`src/rtl/raycast_scheduler_pkg.sv`:
```
// Shared constants, FSM encoding and column-buffer word layout for the raycast frame scheduler.
package raycast_scheduler_pkg;

  localparam int H_RES    = 640;
  localparam int COL_W    = 10;
  localparam int POS_W    = 16;
  localparam int ANGLE_W  = 12;
  localparam int HEIGHT_W = 9;

  typedef enum logic [2:0] {
    S_IDLE,
    S_ISSUE,
    S_WAIT,
    S_WRITE,
    S_DONE
  } state_t;

  // One column-buffer entry: shading side above the wall height.
  typedef struct packed {
    logic                side;
    logic [HEIGHT_W-1:0] height;
  } col_word_t;

  // Ray angle for a column: centred on the view angle, wrapping modulo 2**ANGLE_W.
  function automatic logic [ANGLE_W-1:0] ray_angle(input logic [ANGLE_W-1:0] ang,
                                                   input logic [COL_W-1:0]   col);
    return ang + ANGLE_W'(col) - ANGLE_W'(H_RES / 2);
  endfunction

endpackage

```
`src/rtl/raycast_scheduler.sv`:
```
// Per-frame ray sequencer: casts one ray per column into the back bank of a
// double-buffered column store and flips banks only after a complete frame.
module raycast_scheduler
  import raycast_scheduler_pkg::*;
(
  input  logic                clk,
  input  logic                reset,
  input  logic                enable,
  input  logic                frame_start,
  input  logic [POS_W-1:0]    player_x,
  input  logic [POS_W-1:0]    player_y,
  input  logic [ANGLE_W-1:0]  player_ang,
  output logic                ray_start,
  output logic [COL_W-1:0]    ray_col,
  output logic [POS_W-1:0]    ray_x,
  output logic [POS_W-1:0]    ray_y,
  output logic [ANGLE_W-1:0]  ray_ang,
  input  logic                ray_done,
  input  logic [HEIGHT_W-1:0] ray_height,
  input  logic                ray_side,
  output logic                wr_en,
  output logic [COL_W:0]      wr_addr,
  output logic [HEIGHT_W:0]   wr_data,
  output logic                disp_bank,
  output logic                busy,
  output logic                overrun
);

  state_t             state_q, state_d;
  logic [COL_W-1:0]   col_q, col_d;
  logic [POS_W-1:0]   pos_x_q, pos_x_d;
  logic [POS_W-1:0]   pos_y_q, pos_y_d;
  logic [ANGLE_W-1:0] ang_q, ang_d;
  col_word_t          word_q, word_d;
  logic               disp_bank_q, disp_bank_d;
  logic               frame_complete_q, frame_complete_d;

  always_ff @(posedge clk) begin
    if (reset) begin
      state_q          <= S_IDLE;
      col_q            <= '0;
      pos_x_q          <= '0;
      pos_y_q          <= '0;
      ang_q            <= '0;
      word_q           <= '0;
      disp_bank_q      <= 1'b0;
      frame_complete_q <= 1'b0;
    end else begin
      // NOTE: non-blocking throughout, so every flop samples its pre-edge inputs.
      state_q          <= state_d;
      col_q            <= col_d;
      pos_x_q          <= pos_x_d;
      pos_y_q          <= pos_y_d;
      ang_q            <= ang_d;
      word_q           <= word_d;
      disp_bank_q      <= disp_bank_d;
      frame_complete_q <= frame_complete_d;
    end
  end

  always_comb begin
    // NOTE: every signal written here gets a default first, so no path infers a latch.
    state_d          = state_q;
    col_d            = col_q;
    pos_x_d          = pos_x_q;
    pos_y_d          = pos_y_q;
    ang_d            = ang_q;
    word_d           = word_q;
    disp_bank_d      = disp_bank_q;
    frame_complete_d = frame_complete_q;
    ray_start        = 1'b0;
    wr_en            = 1'b0;
    wr_addr          = '0;
    wr_data          = '0;

    unique case (state_q)
      S_IDLE: begin
        if (frame_start && enable) begin
          if (frame_complete_q) begin
            disp_bank_d      = ~disp_bank_q;
            frame_complete_d = 1'b0;
          end
          pos_x_d = player_x;
          pos_y_d = player_y;
          ang_d   = player_ang;
          col_d   = '0;
          state_d = S_ISSUE;
        end
      end
      S_ISSUE: begin
        ray_start = 1'b1;
        state_d   = S_WAIT;
      end
      // A ray_done coincident with ray_start lands in ISSUE and is deliberately dropped.
      S_WAIT: begin
        if (ray_done) begin
          word_d  = '{side: ray_side, height: ray_height};
          state_d = S_WRITE;
        end
      end
      S_WRITE: begin
        wr_en   = 1'b1;
        wr_addr = {~disp_bank_q, col_q};
        wr_data = word_q;
        if (col_q == COL_W'(H_RES - 1)) begin
          state_d = S_DONE;
        end else begin
          col_d   = col_q + 1'b1;
          state_d = enable ? S_ISSUE : S_IDLE;
        end
      end
      S_DONE: begin
        frame_complete_d = 1'b1;
        state_d          = S_IDLE;
      end
      default: state_d = S_IDLE;
    endcase
  end

  // Ray fields read as zero while idle; during a frame they hold from ISSUE through ray_done.
  assign busy      = (state_q != S_IDLE);
  assign overrun   = frame_start & busy;
  assign disp_bank = disp_bank_q;
  assign ray_col   = busy ? col_q : '0;
  assign ray_x     = busy ? pos_x_q : '0;
  assign ray_y     = busy ? pos_y_q : '0;
  assign ray_ang   = busy ? ray_angle(ang_q, col_q) : '0;

endmodule

```
`config.mk`:
```
export PLATFORM = sky130hd
export DESIGN_NAME = raycast_scheduler
export DESIGN_NICKNAME = d
export VERILOG_FILES = /design/src/rtl/raycast_scheduler_pkg.sv /design/src/rtl/raycast_scheduler.sv
export SDC_FILE = /design/constraint.sdc
export NUM_CORES = 1
export LEC_CHECK = 0
export ABC_CLOCK_PERIOD_IN_PS = 4200
export BUFFER_PORTS_ARGS = -buffer_cell sky130_fd_sc_hd__buf_2
export CAP_MARGIN = 40
export CELL_PAD_IN_SITES_DETAIL_PLACEMENT = 1
export CELL_PAD_IN_SITES_GLOBAL_PLACEMENT = 1
export CORE_MARGIN = 4
export CORE_UTILIZATION = 38
export DETAILED_ROUTE_END_ITERATION = 16
export PLACE_DENSITY = 0.95
export SYNTH_ARGS = -nofsm -noshare
export SYNTH_HDL_FRONTEND = slang
export SYNTH_SLANG_ARGS = --single-unit
export TNS_END_PERCENT = 20
```
`constraint.sdc`:
```
create_clock -name clk -period 4.2 [get_ports clk]
set_input_delay 0.21 -clock clk [delete_from_list [all_inputs] [get_ports clk]]
set_output_delay 0.21 -clock clk [all_outputs]
set_load 0.02 [all_outputs]
```
## Word-level counts from Yosys, hierarchy flattened

Cells that the tools add are included.

| operators by class | value |
|---|---|
| muxes and demuxes | 18 |
| bitwise gates (word level) | 2 |
| reduce and logical (&&, ||, !) cells | 11 |
| equality and inequality tests | 8 |
| add/sub/neg operators | 3 |

Operators with widths:

| operator | count |
|---|---|
| $mux 10 | 4 |
| $mux 16 | 2 |
| $pmux 10 s2 | 1 |
| $add 12x10->12 | 1 |
| $mux 12 | 1 |
| $pmux 3 s4 | 1 |
| $sub 12x9->12 const B | 1 |
| $mux 11 | 1 |
| $add 10x1->10 const B | 1 |
| $eq 10x10->1 const B | 1 |
| $mux 3 | 3 |
| $reduce_and 2->1 | 4 |
| $eq 3x2->1 const B | 2 |
| $ne 2x2->1 const B | 3 |
| $reduce_and 3->1 | 2 |
| $mux 1 | 4 |
| $reduce_bool 2->1 | 2 |
| $eq 3x1->1 const B | 1 |
| $eq 3x3->1 const B | 1 |
| $logic_not 3->1 | 1 |
| $reduce_bool 3->1 | 1 |
| $pmux 1 s2 | 1 |
| $and 1x1->1 | 1 |
| $logic_and 1x1->1 | 1 |
| $not 1->1 | 1 |

| word-level totals | value |
|---|---|
| register bits after elaboration | 69 |
| input port bits | 59 |

## Longest topological paths before layout

Gate-level depths: netlist of run 1.

| depth | value |
|---|---|
| depth after elaboration | 3 |
| depth in mapped cells | 8 |

## Least setup slack after synthesis of run 1

No wires, ideal clock.

| timing | value |
|---|---|
| kind | reg-to-output |
| start | reg col_q[1] |
| end | out ray_ang[11] |
| buffers on the path | 0 |
| cell stages (with the launch flop) | 8 |
| required time | 3,990 ps |
| arrival | 2,464 ps |
| setup slack | 1,526 ps |
| cell sequence | dfxtp_1 ha_1 ha_1 fa_1 a211oi_2 o21ai_0 a221oi_1 mux2i_1 |

| on the way | value |
|---|---|
| longest elaborated chain between the ends | 3 |

RTL lines:

| element | line | text |
|---|---|---|
| start, declared | raycast_scheduler.sv:30 | `logic [COL_W-1:0] col_q, col_d;` |
| start signal, assigned | raycast_scheduler.sv:51 | `col_q <= col_d;` |
| $add 12x10->12 | raycast_scheduler_pkg.sv:27 | `return ang + ANGLE_W'(col) - ANGLE_W'(H_RES / 2);` |
| $sub 12x9->12 | raycast_scheduler_pkg.sv:27 |  |
| $mux 12 | raycast_scheduler.sv:127 | `assign ray_ang = busy ? ray_angle(ang_q, col_q) : '0;` |
| end, declared | raycast_scheduler.sv:17 | `output logic [ANGLE_W-1:0] ray_ang,` |

Every way passes these cells.

## Final worst setup path of run 1

Ends and elaborated chain as after synthesis.

==> metrics, run 1 <==
PwrDens=311 nW/µm²; Hold WC Path Type=input pin to register; post-route clock skew=0.00599 ns; Post-synth EDFFs=0; CP max-delay cell=fa_1; synthesized instance count=501; drt first-iter violations=132; Pint=0.00105 W; Post-route DRC=0; net count after synthesis=582; final WL=12100 µm; Worst Path Class, Setup=register to primary output; Vias=3893; largest net degree at the start of global routing=49; clock power share=36.2%; initial antenna violation count=0; top_reg_cell synth=dfxtp_1; global-route wire length before repair=19600 µm; Startpoint Class=register; Crit path max-delay family=adder cells; post-CTS setup repair buffer count=0; Sw Pwr=0.000413 W; hold slack=0.110 ns; Hold Vio Cnt, Final=0; ant diodes=0; Clock Sinks=69; layout overhead on the synthesized area=24.3%; clock-pin transition on the worst setup and hold timing paths=0.07 ns; Core Box Area=9730 µm²; Num CTS Buffers=9; RSZ-0062 raised after global routing=no; width of the die=108 µm; CTS Hold Bufs=0; crit share post-route=79.4%; Sw Share=28.3%; TritonRoute pass-1 iters=4; Crit path largest cell delay=0.46 ns; Starting Density=38.9%; Reg2Reg Depth=6; detailed placer's ending HPWL=9100 µm; data required time of the worst path=3.99 ns; flops & latches, synth=69; post-cts sizing count=0; num rows=36; f_max=300 MHz; IO buf count=138; Vias/cell=5.13; Clock Latency Late Sink=0.33 ns; Slew HR=49.1%; Peak VDD IR=0.200 mV; CTS tree=built; WHS Path Cells=3; Max-Cap Viols=0; Combinational Power Share=16.0%; Setup crit end kind=primary output; Seq pwr share=47.8%; Max FO, Critical Path=7; final setup fails=0; vias in the first global route=4034; WP depth=8; share of layout cells above drive strength 1=25.6%; Routability Congestion=0.900; post-synthesis sequential area ratio=36.5%; Cell Chain, Critical Path=ha_1 -> ha_1 -> fa_1 -> a211oi_2 -> o21ai_0 -> a221oi_1 -> mux2i_1 -> buf_2; H-tree depth=3; Wirelength per Cell=15.9 µm; gr ovfl total=0; CTS root buf=clkbuf_8; Distinct cells, synth=43; Cell Area, Synth=3780 µm²; remaining antenna violation count=0; R2R Setup Slk=2.08 ns; io pins=139; Slew Viols, Final=0; Final min period=3.33 ns; GRT Util Overall=20.8%; chip height=108 µm; Syn. warnings=0; Final Core Density=48.3%; setup TNS=0 ns; maximum root-to-sink buffer count=2; outcome=finished, final reports clean; most used cell, CP=ha_1; P_leak=2.27 nW; CP Data Arrival Time=3.12 ns; async set-or-reset flop fraction in the synthesized netlist=0%; DIE AREA=11600 µm²; WP buf/inv=1; Worst-Margin Slew=0.764 ns; Mapped Avg Cell Area=7.54 µm²; NumNets Final=704
kinds of logic after synthesis:
logic type	share of synthesized area, %
and+or+nand+nor	31.2
AOI/OAI and AO/OA	16.6
muxes	1.32
xor gates and xnor gates	0.927
buffers and inverters	5.89
DFF	36.5
adders and majority gates	7.48
cell usage after synthesis (2+ instances only):
library cell | number | share of area [%]
mux2i_1 | 5 | 1.3
a21o_1 | 5 | 0.99
a21oi_1 | 67 | 8.9
or3_1 | 3 | 0.50
a2111o_1 | 2 | 0.60
o21ai_0 | 9 | 1.2
o21ai_1 | 3 | 0.40
nand4_1 | 2 | 0.33
and3_1 | 3 | 0.50
nor3_1 | 4 | 0.53
ha_1 | 21 | 7.0
nand3_1 | 12 | 1.6
dfxtp_1 | 69 | 37
o21bai_1 | 2 | 0.40
xor2_1 | 2 | 0.46
o31ai_1 | 2 | 0.40
buf_4 | 2 | 0.40
nand2b_1 | 8 | 1.3
xnor2_1 | 2 | 0.46
nor3b_1 | 2 | 0.40
a211oi_1 | 4 | 0.79
and2_1 | 63 | 10
inv_1 | 17 | 1.7
buf_2 | 13 | 1.7
o211ai_1 | 2 | 0.40
buf_6 | 2 | 0.60
clkbuf_1 | 14 | 1.4
nor2_1 | 19 | 1.9
nand2_1 | 124 | 12
nor3_2 | 2 | 0.53
o2111ai_1 | 4 | 0.93
through the flow:
stage	cell area [µm²]	power (W)	std cells	worst slack (ns)
4_1_cts	4700	0.00148	759	0.857
6_report	4700	0.00146	759	0.866
3_3_place_gp	4510	0.000934	744	1.44
5_1_grt	4700	0.00153	759	0.653
2_1_floorplan	3780	0.000863	501	1.53
3_5_place_dp	4520	0.000949	745	1.25
final timing paths:
kind,to,startpoint
worst max-delay path,ray_ang[11],col_q[1]
worst min register to register,word_q[1],word_q[1]
worst min-delay path,word_q[1],ray_height[1]
worst max register to register,pos_x_q[4],state_q[0]
cell usage in the layout, fill, tap and decap left out, types with 2 or more instances in the layout:
| cell type | count |
|---|---|
| xnor2_1 | 2 |
| or3_1 | 3 |
| nor3_2 | 2 |
| nand2_1 | 123 |
| and2_1 | 63 |
| o21ai_0 | 9 |
| nand4_1 | 2 |
| buf_4 | 5 |
| o31ai_1 | 2 |
| clkbuf_8 | 10 |
| ha_1 | 21 |
| nor3_1 | 4 |
| a21o_1 | 5 |
| mux2i_1 | 5 |
| nand2b_1 | 8 |
| o2111ai_1 | 4 |
| and3_1 | 3 |
| a21oi_1 | 67 |
| inv_1 | 17 |
| a211oi_1 | 4 |
| o211ai_1 | 2 |
| o21ai_1 | 3 |
| xor2_1 | 2 |
| a2111o_1 | 2 |
| nor3b_1 | 2 |
| clkbuf_1 | 2 |
| o21bai_1 | 2 |
| dfxtp_1 | 69 |
| nor2_1 | 19 |
| nand3_1 | 12 |
| buf_2 | 138 |
flip-flops by register name, summed over array words and instances (netlist names):
| name | count |
|---|---|
| ang_q | 12 |
| col_q | 10 |
| disp_bank | 1 |
| frame_complete_q | 1 |
| pos_x_q | 16 |
| pos_y_q | 16 |
| state_q | 3 |
| word_q | 10 |
area by class of cell:
cell class                 count  area, µm²
multi-input combinational    383       2180
clock inverter                 2       35.0
fill                        1289       5030
sequential                    69       1380
inverter                      17       63.8
tap                          133        166
clock buffer                  12        145
timing repair buffer         143        728
worst register-to-register path, delay by kind of cell (launching register included):
kind / cells / cell delay, ns
AOI/OAI and AO/OA: 1 / 0.15
buffers and inverters: 2 / 0.68
DFF: 1 / 0.42
and+or+nand+nor: 3 / 0.79
layer usage:
metal	part of all wire (%)	track usage, %	vias up
met5	0	0	-
met4	1.2	5.14	0
met3	5.1	3.96	13
met2	51	38.1	105
met1	42	24.8	1869
li1	-	-	1906
power groups by stage:
stage | Combinational [W] | Clock (W) | Sequential (W)
final | 0.000234 | 0.000528 | 0.000698
after global routing | 0.000262 | 0.000563 | 0.000702
after CTS | 0.000237 | 0.000544 | 0.000698
after detailed placement | 0.000236 | 0 | 0.000713
after global placement | 0.000224 | 0 | 0.000710
after floorplan | 0.000159 | 0 | 0.000704
Note: power is estimated with default switching activity, not from simulation.
==> run 2: changes to the inputs <==
- ABC_CLOCK_PERIOD_IN_PS: 4200 -> 2800
- CORE_UTILIZATION: 38 -> 31
- PLACE_DENSITY: 0.95 -> 0.86
- clock period: 4.2 -> 2.8 ns (I/O delays scaled with it)
==> metrics, run 2 (synthesized netlist as in run 1, its figures left out) <==
outcome=finished, final reports clean; GR peak layer=met2; num rows=40 (+11%); PwrDens=498 nW/µm² (+60%); met2 usage=30.5% (-7.7 points); Final Core Density=41.4% (-6.9 points); Max FO, Critical Path=3 (-4); most frequent cells in the layout=buf_2 (136), nand2_1 (123), a21oi_1 (65), dfxtp_1 (65), and2_1 (62); Peak VDD IR=0.293 mV (+46%); total power=0.00247 W (+69%); Starting Density=31.6% (-7.2 points); final cell count without fillers=781 (+2.9%); Sw Pwr=0.000713 W (+73%); data required time of the worst path=2.66 ns (-1.33 ns); crit share post-route=97.9%; NumNets Final=710 (+0.85%); share of layout cells above drive strength 1=29.7% (+4.1 points); layout overhead on the synthesized area=31.0%; GRT Util Overall=17.7% (-3.1 points); Combinational Power Share=14.7% (-1.3 points); remaining antenna violation count=0 (unchanged); final setup fails=0 (unchanged); Vias/cell=5.01 (-2.3%); Core Box Area=12000 µm² (+23%); Startpoint Class=register; global-route wire length before repair=20300 µm (+3.6%); Slew HR=46.7% (-2.4 points); Hold WC Path Type=input pin to register; io pins=139 (unchanged); Clock Latency Late Sink=0.34 ns (about the same); Max-Cap Viols=0 (unchanged); Worst Path Class, Setup=register to primary output; final WL=12400 µm (+2.8%); Worst-Margin Slew=0.799 ns (+0.0356 ns); Top Registers=pos_x_q (16), pos_y_q (16), ang_q (12); vias in the first global route=4183 (+3.7%); Sw Share=28.9% (+0.62 points); Wirelength per Cell=15.9 µm (about the same); ant diodes=0 (unchanged); Slew Viols, Final=0 (unchanged); Routability Congestion=0.851 (-5.5%); Vias=3913 (+0.51%); Clock Sinks=69 (unchanged); commonest non-fill, non-tap cell in the layout=buf_2; Hold Vio Cnt, Final=0 (unchanged); drt first-iter violations=106 (-20%); pre-CTS setup slack=0.0613 ns (-1.19 ns); maximum root-to-sink buffer count=2 (unchanged); largest net degree at the start of global routing=57 (+16%); CTS root buf=clkbuf_16; Setup crit end kind=primary output; initial antenna violation count=1 (+1); Pint=0.00175 W (+67%); H-tree depth=3 (unchanged); cell count after placement=763 (+2.4%); post-route clock skew=0.00608 ns (+0.0000897 ns); grt met1 use=20.5% (-4.3 points); width of the die=118 µm (+9.9%); Seq pwr share=42.5% (-5.3 points); Num CTS Buffers=9 (unchanged); CTS Hold Bufs=0 (unchanged); IO buf count=138 (unchanged); met3 GRT Util=5.02% (+1.1 points); DIE AREA=14000 µm² (+21%); chip height=118 µm (+9.9%); gr ovfl total=0 (unchanged); f_max=365 MHz; setup TNS=0 ns (unchanged); TritonRoute pass-1 iters=4 (unchanged); clock power share=42.9% (+6.7 points); Final min period=2.74 ns; CTS tree=built; detailed placer's ending HPWL=9050 µm (-0.61%); CP Data Arrival Time=2.60 ns (-0.52 ns); clock-pin transition on the worst setup and hold timing paths=0.06 ns (about the same); final worst slack=0.0600 ns (-0.806 ns); Post-route DRC=0 (unchanged); P_leak=2.34 nW (+2.9%)
-- run 2: cell count changes in the layout (fill, tap and decap cells not counted), sizes merged --
cell      previous run  this run
clkinvlp             0         4
clkinv               1         3
buf                143       149
clkbuf              12         9
bufinv               1         0
-- run 2: final cells by class --
cell class / instances / area, µm²
inverters: 17 / 63.8
repair buffers: 149 / 778
fillers: 1522 / 7010
clock buffers: 9 / 225
flip-flops and latches: 69 / 1390
multi-input cells: 383 / 2260
clock inverters: 7 / 52.6
well taps: 147 / 184
-- run 2: metrics by stage --
step / instance area, µm² / hold WS, ns
2_1_floorplan: 3780 / 0.276
3_3_place_gp: 4570 / 0.381
3_5_place_dp: 4570 / 0.392
4_1_cts: 4890 / 0.0261
5_1_grt: 4950 / 0.0344
6_report: 4950 / 0.0419
-- run 2: critical path, cell delays in order, from the launching register on --
cell      delay [ns]
dfxtp_2         0.33
ha_4            0.24
ha_4            0.17
fa_2            0.37
a211oi_4        0.31
buf_4           0.18
o211ai_1        0.12
and3_1          0.22
nor3_2          0.13
buf_2           0.18
-- run 2: metal layers --
metal	vias to the layer above	wire length [µm]	part of all wire [%]
li1	1919	-	-
met1	1866	5210	42
met2	102	6160	50
met3	24	730	5.9
met4	2	302	2.4
met5	-	20	0.16
-- run 2: final timing paths --
check | from | endpoint | slack [ns] | cells after the start
max | col_q[1] | ray_ang[9] | 0.06 | 9
min | ray_height[4] | word_q[4] | 0.04 | 3
max reg2reg | state_q[0] | col_q[1] | 0.80 | 6
min reg2reg | pos_y_q[8] | pos_y_q[8] | 0.45 | 2
-- run 2: power by group through the flow --
stage                     registers (W)  clock network, W  logic [W]
final                           0.00105           0.00106   0.000362
after detailed placement        0.00107                 0   0.000357
after floorplan                 0.00106                 0   0.000238
after global placement          0.00107                 0   0.000343
after global routing            0.00105           0.00115   0.000409
after CTS                       0.00105           0.00110   0.000362
-- run 2: timing repair --
| action | in CTS | in global routing |
|---|---|---|
| pin swaps | 4 | 4 |
| setup buffers | 2 | 0 |
| setup endpoints to repair | 6 | 6 |
| gates resized for setup | 7 | 17 |
